## src/rtl/mips_pipeline_core.sv

```systemverilog
// Five-stage MIPS-subset pipeline (F/D/E/M/W). Control flow resolves in D with one
// always-executed delay slot. E/M/W results forward to D and E, and interlocks cover load-use and branch-operand hazards.
module mips_pipeline_core #(
  parameter logic [31:0] RESET_PC = 32'h0000_3000
) (
  input  logic        clk,
  input  logic        reset,
  output logic [31:0] i_inst_addr,
  input  logic [31:0] i_inst_rdata,
  output logic [31:0] m_data_addr,
  input  logic [31:0] m_data_rdata,
  output logic [31:0] m_data_wdata,
  output logic [3:0]  m_data_byteen,
  output logic [31:0] m_inst_addr,
  output logic        w_grf_we,
  output logic [4:0]  w_grf_addr,
  output logic [31:0] w_grf_wdata,
  output logic [31:0] w_inst_addr
);
  localparam logic [5:0] OP_R   = 6'h00;
  localparam logic [5:0] OP_JAL = 6'h03;
  localparam logic [5:0] OP_BEQ = 6'h04;
  localparam logic [5:0] OP_ORI = 6'h0d;
  localparam logic [5:0] OP_LUI = 6'h0f;
  localparam logic [5:0] OP_LW  = 6'h23;
  localparam logic [5:0] OP_SB  = 6'h28;
  localparam logic [5:0] OP_SH  = 6'h29;
  localparam logic [5:0] OP_SW  = 6'h2b;

  typedef enum logic [2:0] {
    ALU_NONE, ALU_ADDU, ALU_SUBU, ALU_ORI, ALU_LUI, ALU_MEM, ALU_LINK
  } alu_e;

  logic [31:0] pc_q, pc_d;
  logic [31:0] fd_instr_q, fd_instr_d, fd_pc_q, fd_pc_d;

  alu_e        de_alu_q, de_alu_d;
  logic        de_wr_q, de_wr_d, de_lw_q, de_lw_d;
  logic        de_sw_q, de_sw_d, de_sh_q, de_sh_d, de_sb_q, de_sb_d;
  logic [4:0]  de_dst_q, de_dst_d, de_rsa_q, de_rsa_d, de_rta_q, de_rta_d;
  logic [15:0] de_imm_q, de_imm_d;
  logic [31:0] de_pc_q, de_pc_d, de_rsv_q, de_rsv_d, de_rtv_q, de_rtv_d;

  logic        em_wr_q, em_wr_d, em_lw_q, em_lw_d;
  logic        em_sw_q, em_sw_d, em_sh_q, em_sh_d, em_sb_q, em_sb_d;
  logic [4:0]  em_dst_q, em_dst_d;
  logic [31:0] em_pc_q, em_pc_d, em_res_q, em_res_d, em_st_q, em_st_d;

  logic        mw_wr_q, mw_wr_d;
  logic [4:0]  mw_dst_q, mw_dst_d;
  logic [31:0] mw_pc_q, mw_pc_d, mw_data_q, mw_data_d;

  logic [31:0] grf_q [32];

  // D-stage decode
  logic [5:0]  d_op, d_funct;
  logic [4:0]  d_rs, d_rt, d_rd, d_shamt;
  logic [15:0] d_imm;
  logic        d_rtype, d_addu, d_subu, d_jr, d_ori, d_lui, d_lw, d_sw, d_sh, d_sb, d_beq, d_jal;
  logic        d_use_rs, d_use_rt, stall;
  logic [31:0] d_rs_val, d_rt_val, d_pc4, d_sext;

  assign d_op    = fd_instr_q[31:26];
  assign d_rs    = fd_instr_q[25:21];
  assign d_rt    = fd_instr_q[20:16];
  assign d_rd    = fd_instr_q[15:11];
  assign d_shamt = fd_instr_q[10:6];
  assign d_funct = fd_instr_q[5:0];
  assign d_imm   = fd_instr_q[15:0];

  assign d_rtype  = (d_op == OP_R) && (d_shamt == 5'd0);
  assign d_addu   = d_rtype && (d_funct == 6'h21 || d_funct == 6'h20);
  assign d_subu   = d_rtype && (d_funct == 6'h23 || d_funct == 6'h22);
  assign d_jr     = d_rtype && (d_funct == 6'h08);
  assign d_ori    = (d_op == OP_ORI);
  assign d_lui    = (d_op == OP_LUI);
  assign d_lw     = (d_op == OP_LW);
  assign d_sw     = (d_op == OP_SW);
  assign d_sh     = (d_op == OP_SH);
  assign d_sb     = (d_op == OP_SB);
  assign d_beq    = (d_op == OP_BEQ);
  assign d_jal    = (d_op == OP_JAL);
  assign d_use_rs = d_addu | d_subu | d_jr | d_ori | d_lw | d_sw | d_sh | d_sb | d_beq;
  assign d_use_rt = d_addu | d_subu | d_sw | d_sh | d_sb | d_beq;

  // Only a jal in E has its value ready early (PC+8); other E results are stalled on.
  function automatic logic [31:0] read_d(input logic [4:0] a);
    if (a == 5'd0) return 32'd0;
    if (de_alu_q == ALU_LINK && de_dst_q == a) return de_pc_q + 32'd8;
    if (em_wr_q && !em_lw_q && em_dst_q == a) return em_res_q;
    if (mw_wr_q && mw_dst_q == a) return mw_data_q;
    return grf_q[a];
  endfunction

  function automatic logic br_hit(input logic [4:0] a);
    return (a != 5'd0) && (((d_beq | d_jr) && d_rs == a) || (d_beq && d_rt == a));
  endfunction

  function automatic logic [31:0] read_e(input logic [4:0] a, input logic [31:0] v);
    if (a == 5'd0) return 32'd0;
    if (em_wr_q && !em_lw_q && em_dst_q == a) return em_res_q;
    if (mw_wr_q && mw_dst_q == a) return mw_data_q;
    return v;
  endfunction

  always_comb begin
    d_rs_val = read_d(d_rs);
    d_rt_val = read_d(d_rt);
    d_pc4    = fd_pc_q + 32'd4;
    d_sext   = {{16{d_imm[15]}}, d_imm};

    stall = (de_lw_q && de_dst_q != 5'd0 &&
             ((d_use_rs && d_rs == de_dst_q) || (d_use_rt && d_rt == de_dst_q)))
         || (de_wr_q && !de_lw_q && de_alu_q != ALU_LINK && br_hit(de_dst_q))
         || (em_lw_q && br_hit(em_dst_q));

    pc_d = pc_q + 32'd4;
    if (stall)                                pc_d = pc_q;
    else if (d_jal)                           pc_d = {d_pc4[31:28], fd_instr_q[25:0], 2'b00};
    else if (d_jr)                            pc_d = d_rs_val;
    else if (d_beq && d_rs_val == d_rt_val)   pc_d = d_pc4 + (d_sext << 2);

    fd_instr_d = stall ? fd_instr_q : i_inst_rdata;
    fd_pc_d    = stall ? fd_pc_q : pc_q;

    // A stall sends a bubble into E (all-zero register set).
    de_alu_d = ALU_NONE;
    de_wr_d  = 1'b0;
    de_lw_d  = 1'b0;
    de_sw_d  = 1'b0;
    de_sh_d  = 1'b0;
    de_sb_d  = 1'b0;
    de_dst_d = 5'd0;
    de_rsa_d = 5'd0;
    de_rta_d = 5'd0;
    de_imm_d = 16'd0;
    de_pc_d  = 32'd0;
    de_rsv_d = 32'd0;
    de_rtv_d = 32'd0;
    if (!stall) begin
      if (d_addu)                          de_alu_d = ALU_ADDU;
      else if (d_subu)                     de_alu_d = ALU_SUBU;
      else if (d_ori)                      de_alu_d = ALU_ORI;
      else if (d_lui)                      de_alu_d = ALU_LUI;
      else if (d_lw | d_sw | d_sh | d_sb)  de_alu_d = ALU_MEM;
      else if (d_jal)                      de_alu_d = ALU_LINK;
      de_wr_d = d_addu | d_subu | d_ori | d_lui | d_lw | d_jal;
      de_lw_d = d_lw;
      de_sw_d = d_sw;
      de_sh_d = d_sh;
      de_sb_d = d_sb;
      if (d_addu | d_subu)             de_dst_d = d_rd;
      else if (d_ori | d_lui | d_lw)   de_dst_d = d_rt;
      else if (d_jal)                  de_dst_d = 5'd31;
      de_rsa_d = d_rs;
      de_rta_d = d_rt;
      de_imm_d = d_imm;
      de_pc_d  = fd_pc_q;
      de_rsv_d = d_rs_val;
      de_rtv_d = d_rt_val;
    end
  end

  // E stage
  logic [31:0] e_a, e_b;

  always_comb begin
    e_a = read_e(de_rsa_q, de_rsv_q);
    e_b = read_e(de_rta_q, de_rtv_q);
    unique case (de_alu_q)
      ALU_ADDU: em_res_d = e_a + e_b;
      ALU_SUBU: em_res_d = e_a - e_b;
      ALU_ORI:  em_res_d = e_a | {16'd0, de_imm_q};
      ALU_LUI:  em_res_d = {de_imm_q, 16'd0};
      ALU_MEM:  em_res_d = e_a + {{16{de_imm_q[15]}}, de_imm_q};
      ALU_LINK: em_res_d = de_pc_q + 32'd8;
      default:  em_res_d = 32'd0;
    endcase
    em_wr_d  = de_wr_q;
    em_lw_d  = de_lw_q;
    em_sw_d  = de_sw_q;
    em_sh_d  = de_sh_q;
    em_sb_d  = de_sb_q;
    em_dst_d = de_dst_q;
    em_pc_d  = de_pc_q;
    em_st_d  = e_b;
  end

  // M stage: lane steering replicates the source so only byteen selects the lane.
  always_comb begin
    m_data_byteen = 4'b0000;
    m_data_wdata  = em_st_q;
    if (em_sw_q) begin
      m_data_byteen = 4'b1111;
    end else if (em_sh_q) begin
      m_data_byteen = em_res_q[1] ? 4'b1100 : 4'b0011;
      m_data_wdata  = {2{em_st_q[15:0]}};
    end else if (em_sb_q) begin
      m_data_byteen = 4'b0001 << em_res_q[1:0];
      m_data_wdata  = {4{em_st_q[7:0]}};
    end
    mw_wr_d   = em_wr_q;
    mw_dst_d  = em_dst_q;
    mw_pc_d   = em_pc_q;
    mw_data_d = em_lw_q ? m_data_rdata : em_res_q;
  end

  assign i_inst_addr = pc_q;
  assign m_data_addr = em_res_q;
  assign m_inst_addr = em_pc_q;
  assign w_grf_we    = mw_wr_q;
  assign w_grf_addr  = mw_dst_q;
  assign w_grf_wdata = mw_data_q;
  assign w_inst_addr = mw_pc_q;

  always_ff @(posedge clk) begin
    if (!reset) begin
      pc_q       <= RESET_PC;
      fd_instr_q <= 32'd0;
      fd_pc_q    <= 32'd0;
      de_alu_q   <= ALU_NONE;
      de_wr_q    <= 1'b0;
      de_lw_q    <= 1'b0;
      de_sw_q    <= 1'b0;
      de_sh_q    <= 1'b0;
      de_sb_q    <= 1'b0;
      de_dst_q   <= 5'd0;
      de_rsa_q   <= 5'd0;
      de_rta_q   <= 5'd0;
      de_imm_q   <= 16'd0;
      de_pc_q    <= 32'd0;
      de_rsv_q   <= 32'd0;
      de_rtv_q   <= 32'd0;
      em_wr_q    <= 1'b0;
      em_lw_q    <= 1'b0;
      em_sw_q    <= 1'b0;
      em_sh_q    <= 1'b0;
      em_sb_q    <= 1'b0;
      em_dst_q   <= 5'd0;
      em_pc_q    <= 32'd0;
      em_res_q   <= 32'd0;
      em_st_q    <= 32'd0;
      mw_wr_q    <= 1'b0;
      mw_dst_q   <= 5'd0;
      mw_pc_q    <= 32'd0;
      mw_data_q  <= 32'd0;
    end else begin
      pc_q       <= pc_d;
      fd_instr_q <= fd_instr_d;
      fd_pc_q    <= fd_pc_d;
      de_alu_q   <= de_alu_d;
      de_wr_q    <= de_wr_d;
      de_lw_q    <= de_lw_d;
      de_sw_q    <= de_sw_d;
      de_sh_q    <= de_sh_d;
      de_sb_q    <= de_sb_d;
      de_dst_q   <= de_dst_d;
      de_rsa_q   <= de_rsa_d;
      de_rta_q   <= de_rta_d;
      de_imm_q   <= de_imm_d;
      de_pc_q    <= de_pc_d;
      de_rsv_q   <= de_rsv_d;
      de_rtv_q   <= de_rtv_d;
      em_wr_q    <= em_wr_d;
      em_lw_q    <= em_lw_d;
      em_sw_q    <= em_sw_d;
      em_sh_q    <= em_sh_d;
      em_sb_q    <= em_sb_d;
      em_dst_q   <= em_dst_d;
      em_pc_q    <= em_pc_d;
      em_res_q   <= em_res_d;
      em_st_q    <= em_st_d;
      mw_wr_q    <= mw_wr_d;
      mw_dst_q   <= mw_dst_d;
      mw_pc_q    <= mw_pc_d;
      mw_data_q  <= mw_data_d;
    end
  end

  genvar gi;
  generate
    for (gi = 0; gi < 32; gi++) begin : g_grf
      if (gi == 0) begin : g_zero
        always_ff @(posedge clk) grf_q[gi] <= 32'd0;
      end else begin : g_reg
        always_ff @(posedge clk) begin
          if (!reset)                                grf_q[gi] <= 32'd0;
          else if (mw_wr_q && mw_dst_q == 5'(gi))    grf_q[gi] <= mw_data_q;
        end
      end
    end
  endgenerate

endmodule

```

## config.mk

```make
export PLATFORM = sky130hd
export DESIGN_NAME = mips_pipeline_core
export DESIGN_NICKNAME = d
export VERILOG_FILES = /design/src/rtl/mips_pipeline_core.sv
export SDC_FILE = /design/constraint.sdc
export NUM_CORES = 2
export LEC_CHECK = 0
export BUFFER_PORTS_ARGS = -buffer_cell sky130_fd_sc_hd__clkbuf_2
export CORE_UTILIZATION = 60
export CTS_BUF_LIST = sky130_fd_sc_hd__clkbuf_2 sky130_fd_sc_hd__clkbuf_4 sky130_fd_sc_hd__clkbuf_8
export DETAILED_ROUTE_END_ITERATION = 6
export PLACE_DENSITY = 0.82
export SLEW_MARGIN = 20
export SYNTH_ARGS = -nofsm -noshare
export SYNTH_HDL_FRONTEND = slang
export SYNTH_SLANG_ARGS = --single-unit
export TNS_END_PERCENT = 50
```

## constraint.sdc

```tcl
create_clock -name clk -period 9.3 [get_ports clk]
set_input_delay 0.465 -clock clk [delete_from_list [all_inputs] [get_ports clk]]
set_output_delay 0.465 -clock clk [all_outputs]
set_load 0.02 [all_outputs]
```

Word level (Yosys, flattened, before mapping)
Memories as Yosys holds them, arrays and structs flattened. A register that Yosys moved wholly into a read port is not among the register bits.
Index checks and enable logic that the tools add are counted.
{"block": "classes", "n_reduce_logical": 81, "bitwise_logic": 55, "shift": 1, "add_sub_neg": 7, "muxes": 210, "n_eq_ne": 66}
{"op": "32-bit two-way mux", "n": 66}
{"op": "32-bit case mux with 6 select lines", "n": 1}
{"op": "1-bit two-way mux", "n": 127}
{"op": "32-bit adder", "n": 3}
{"op": "5-bit == test (second input constant)", "n": 16}
{"op": "5-bit == test", "n": 14}
{"op": "32-bit by 3-bit adder with 32-bit output (second input constant)", "n": 2}
{"op": "1-bit logical AND", "n": 61}
{"op": "1-bit bitwise OR", "n": 53}
{"op": "6-bit == test (second input constant)", "n": 8}
{"op": "5-bit by 4-bit == test with 1-bit output (second input constant)", "n": 8}
{"op": "5-bit two-way mux", "n": 7}
{"op": "32-bit by 4-bit adder with 32-bit output (second input constant)", "n": 1}
{"op": "32-bit == test", "n": 1}
{"op": "32-bit by 16-bit bitwise OR with 32-bit output", "n": 1}
{"op": "32-bit subtractor", "n": 1}
{"op": "5-bit zero test", "n": 5}
{"op": "5-bit by 3-bit == test with 1-bit output (second input constant)", "n": 4}
{"op": "6-bit by 4-bit == test with 1-bit output (second input constant)", "n": 3}
{"op": "4-bit two-way mux", "n": 4}
{"op": "5-bit by 2-bit == test with 1-bit output (second input constant)", "n": 2}
{"op": "5-bit nonzero test", "n": 2}
{"op": "3-bit == test (second input constant)", "n": 3}
{"op": "3-bit two-way mux", "n": 3}
{"op": "15 further kinds", "n": 24}
{"block": "word_totals", "mem_count": 1, "in_bits": 66, "ff_bits": 407, "word_cells": 452, "out_inout_bits": 202, "ram_bits": 1024}
{"memory": "grf_q", "depth": 32, "word_bits": 32, "rd": 2, "rd_ports_with_merged_regs": 2, "wr": 32, "line": "53", "source": "logic [31:0] grf_q [32];"}

Depth between registers and ports, before layout
{"block": "depth", "depth_word": 18, "ltp_mapped": 33, "depth_no_buf": 27}

Worst setup path after synthesis
Ideal clock, no wire load.
{"block": "synth_timing", "kind": "register -> register", "from": "register em_dst_q[3]", "to": "register em_res_q[30], in the netlist m_data_addr[30]", "synth_period_minus_slack_ps": 6639, "setup_slack_ps": 2661, "path_buffers": 7, "required_time_ps": 9230, "setup_ps": 70, "stages_incl_launch_ff": 32, "t_arrival_ps": 6568, "cell_sequence": "dfxtp_1 -> clkbuf_1 -> xnor2_1 -> nand4_1 -> or2_2 -> clkbuf_1 -> buf_2 -> buf_2 -> buf_1 -> clkbuf_1 -> clkbuf_1 -> nand3_1 -> o211ai_1 -> ha_1 -> a21boi_0 -> and3_1 -> o21ai_0 -> xnor2_1 -> o21ai_0 -> ha_1 -> o21ai_0 -> nand2b_1 -> o311ai_0 -> o21a_1 -> o311a_1 -> o311ai_0 -> a31o_2 -> a21oi_1 -> or4b_2 -> o21ai_0 -> o21ai_0 -> a21oi_1"}
{"block": "synth_via", "elab_chain_cells": 9, "word_cells_on_any_way": 23, "classes_between": "3 x add/sub; 2 x eq/ne; 15 x mux; 1 x bitwise; 2 x reduce/logical"}
{"item": "start, declared", "line": "46", "source": "logic [4:0] em_dst_q, em_dst_d;"}
{"item": "start signal, assigned", "line": "269", "source": "em_dst_q <= em_dst_d;"}
{"item": "5-bit == test", "line": "101", "source": "if (em_wr_q && !em_lw_q && em_dst_q == a) return em_res_q;"}
{"item": "1-bit logical AND", "line": "101"}
{"item": "32-bit two-way mux", "line": "101"}
{"item": "32-bit two-way mux", "line": "102", "source": "if (mw_wr_q && mw_dst_q == a) return mw_data_q;"}
{"item": "32-bit two-way mux", "line": "103", "source": "return v;"}
{"item": "32-bit two-way mux", "line": "102"}
{"item": "32-bit two-way mux", "line": "101"}
{"item": "32-bit adder (tied with other cells)", "line": "175", "source": "ALU_MEM: em_res_d = e_a + {{16{de_imm_q[15]}}, de_imm_q};"}
{"item": "32-bit case mux with 6 select lines (*)", "line": "170", "source": "unique case (de_alu_q)"}
{"item": "end signal, assigned", "line": "271", "source": "em_res_q <= em_res_d;"}
{"item": "end, declared", "line": "47", "source": "logic [31:0] em_pc_q, em_pc_d, em_res_q, em_res_d, em_st_q, em_st_d;"}
Every way passes the cells marked *; elsewhere a longest branch is shown, timed or not. The select of a mux whose other input is x is not followed.
A chain may end at the register's enable or synchronous reset.

Worst setup path after layout
{"block": "layout_timing", "from": "register em_dst_q[3]", "to": "register em_res_q[31], in the netlist m_data_addr[31]"}
Same word-level chain as after synthesis.

==> metrics.txt <==
Synthesized Nets 6649; Post-Route WL 304 mm; clock sinks 1409; top_reg_cell synth edfxtp_1; FF-to-FF path depth 25; WHS Endpoint i_inst_addr[27]; status complete, but fails checks; worst-margin pin slew 1.26 ns; failing checks design-rule violations; Yosys cell types 95; number of synthesized flops with an enable pin 992; Port Buffers 267; Place WS 1.90 ns; non-filler cells, final 8533; post-route cell area 85600 um^2; Startpoint Class flop; synthesized area per cell 11.9 um^2; FMAX 130 MHz; GRT Total Usage 46.1%; H-tree Lvls 4; drt drc 56; number of DRC markers in iteration 0 11300; crit share post-route 82.6%; R2R Path End m_data_addr[31]; Pwr Density 169 nW/um^2; largest net degree at the start of global routing 161; Die Ht 361 um; nets 6808; critical path peak fanout 60; Yosys top cell by area edfxtp_1; setup ws final 1.62 ns; hold_sp reset; share of cells above drive strength 1 21.9%; R2R Setup Slk 1.62 ns; # IOs 268; Cells after DPL 8045; Fin Clk Skew 0.0697 ns; vias in the first global route 60300; clock root buffer clkbuf_8; Hold WS 0.0827 ns; endpoints failing hold 0; Placement Cell Area 80200 um^2; Routed Antenna Nets 0; row count 131; max-cap violation count 0; Hold Crit Class primary input to flop; Die Wd 361 um; FILL cells 9100; via count 62100; first-pass GRT wire length 428 mm; DIE AREA 130000 um^2; initial antenna violation count 20; grt ovf 0; sequential share of the synthesized area 49.3%; Critical Path End Type flop; wire per inst 35.7 um; hold path depth 3; Worst Path Buf+Inv 0; TNS Setup 0 ns; WP data required 10.12 ns; final setup fails 0; Rel. slew slack 15.7%; Mapped Area 77400 um^2; Vias/cell 7.28; Gate Count Post-Synth 6516; VDD IR max 0.172 mV; Synth async-reset ratio 0%; Pleak 32.2 nW; leading post-synthesis cells by cell area edfxtp_1 39%, mux4_2 13%, dfxtp_1 11%; area delta synth->final 10.7%; area of the multi-input gates 36900 um^2; Worst Path Arrival 8.50 ns; unrepaired setup endpoints after global routing no; commonest non-fill, non-tap cell in the layout and2_1; register area 38200 um^2; CTS Buf Count 224; total setup buffers inserted after CTS 0; minimum clock period 7.68 ns; CTS clk-pin slew, worst paths 0.07 ns; Initial Util 60.6%; most frequent cell on the critical path nor2_1; Crit path max-delay family simple AND/OR/NAND/NOR gates; maximum root-to-sink buffer count 3; post-synth top area share 38.5%; Slowest cell on crit path or2_2; max-slew violations 0; DP Wirelength 197 mm; register bit count reported by yosys 1409; Setup CP Type flop to flop; max incr delay on CP 0.90 ns; area of the core 128000 um^2; RR Startpoint em_dst_q[3]; most frequent cells in the layout 1059 x and2_1, 992 x edfxtp_1, 457 x mux4_2; CTS tree done; warnings from Yosys 0; later-pin clock latency in the skew report 1.03 ns; Routability Congestion 1.05; DR pass1 iterations 7
flip-flops by register name, indices dropped and copies added (netlist names), 16 cells and up, named ones only:
register	count
grf_q	992
fd_instr_q	32
i_inst_addr	32
em_st_q	32
fd_pc_q	32
de_pc_q	32
de_rsv_q	32
m_data_addr	32
de_rtv_q	32
w_grf_wdata	32
w_inst_addr	32
m_inst_addr	32
de_imm_q	16
report_power, final:
group          internal (mW)  switching, mW
logic                  0.623           1.08
registers               6.90          0.166
clock network           2.99           2.68
total                   10.5           3.93
metrics by stage:
step | total power [mW] | utilization (%)
final | 14.4 | 67.0
after global routing | 14.7 | 67.0
after CTS | 14.3 | 67.0
after detailed placement | 8.77 | 62.8
after global placement | 8.74 | 62.8
after floorplan | 8.14 | -
kinds of logic after synthesis:
family | synth area share, %
flip-flops | 49.3
adder cells (fa/ha/maj) | 1.10
AND/OR/NAND/NOR | 16.4
buffers and inverters | 3.71
AO/OA/AOI/OAI | 9.00
XOR/XNOR | 2.64
multiplexers | 17.8
repair_timing:
action                    in CTS  in global routing
hold buffers                  64                  0
hold endpoints to repair      74                  0
resized for setup              0                  0
final cells by class:
| cell class | count | area share (%) |
|---|---|---|
| Antenna cell | 8 | 0.0234 |
| Clock inverter | 80 | 0.833 |
| Multi-Input combinational cell | 4465 | 43.1 |
| Tap cell | 1662 | 2.43 |
| Sequential cell | 1409 | 44.6 |
| Clock buffer | 334 | 4.68 |
| Inverter | 46 | 0.205 |
| Timing Repair Buffer | 529 | 4.16 |
tightest hold or removal path: stages:
cell	delay, ns
buf_6	0.28
o21ai_0	0.17
nor2_1	0.05
layer usage:
metal	wire length (um)	up-vias	share of wire (%)	GRT usage, %
met5	257	-	0.084	0.888
met3	47300	1806	16	17.3
met1	96700	29600	32	54.3
met2	130000	5952	43	67.6
li1	-	24700	-	-
met4	30400	16	10	37.2
worst max-delay path by stage:
stage                      from               to  slack, ns  cells after the start
floorplan           em_dst_q[3]  m_data_addr[30]       2.66                     31
global placement    em_dst_q[3]  m_data_addr[31]       1.86                     25
detailed placement  em_dst_q[1]  m_data_addr[31]       1.90                     25
CTS                 em_dst_q[3]  m_data_addr[31]       1.84                     25
global route        em_dst_q[2]  m_data_addr[31]       1.31                     25
finish              em_dst_q[3]  m_data_addr[31]       1.62                     25
synthesized netlist by cell type, types with 34 or more instances:
library cell / number
o21ai_0: 217
nand4_1: 44
and3_1: 106
o22ai_1: 56
a22oi_1: 87
a21oi_1: 158
inv_1: 40
o221ai_1: 34
o211ai_1: 38
buf_4: 41
and2_1: 1059
nor2b_1: 49
nand3_1: 112
a31oi_1: 39
nand2_1: 279
mux2i_1: 246
xor2_1: 99
clkbuf_1: 400
mux4_2: 457
buf_1: 37
mux2_2: 84
buf_2: 88
nor2_1: 468
a221oi_1: 55
dfxtp_1: 417
nor3_1: 109
edfxtp_1: 992
ha_1: 65
a211oi_1: 76
xnor2_1: 134
(Power assumes the default switching activity.)
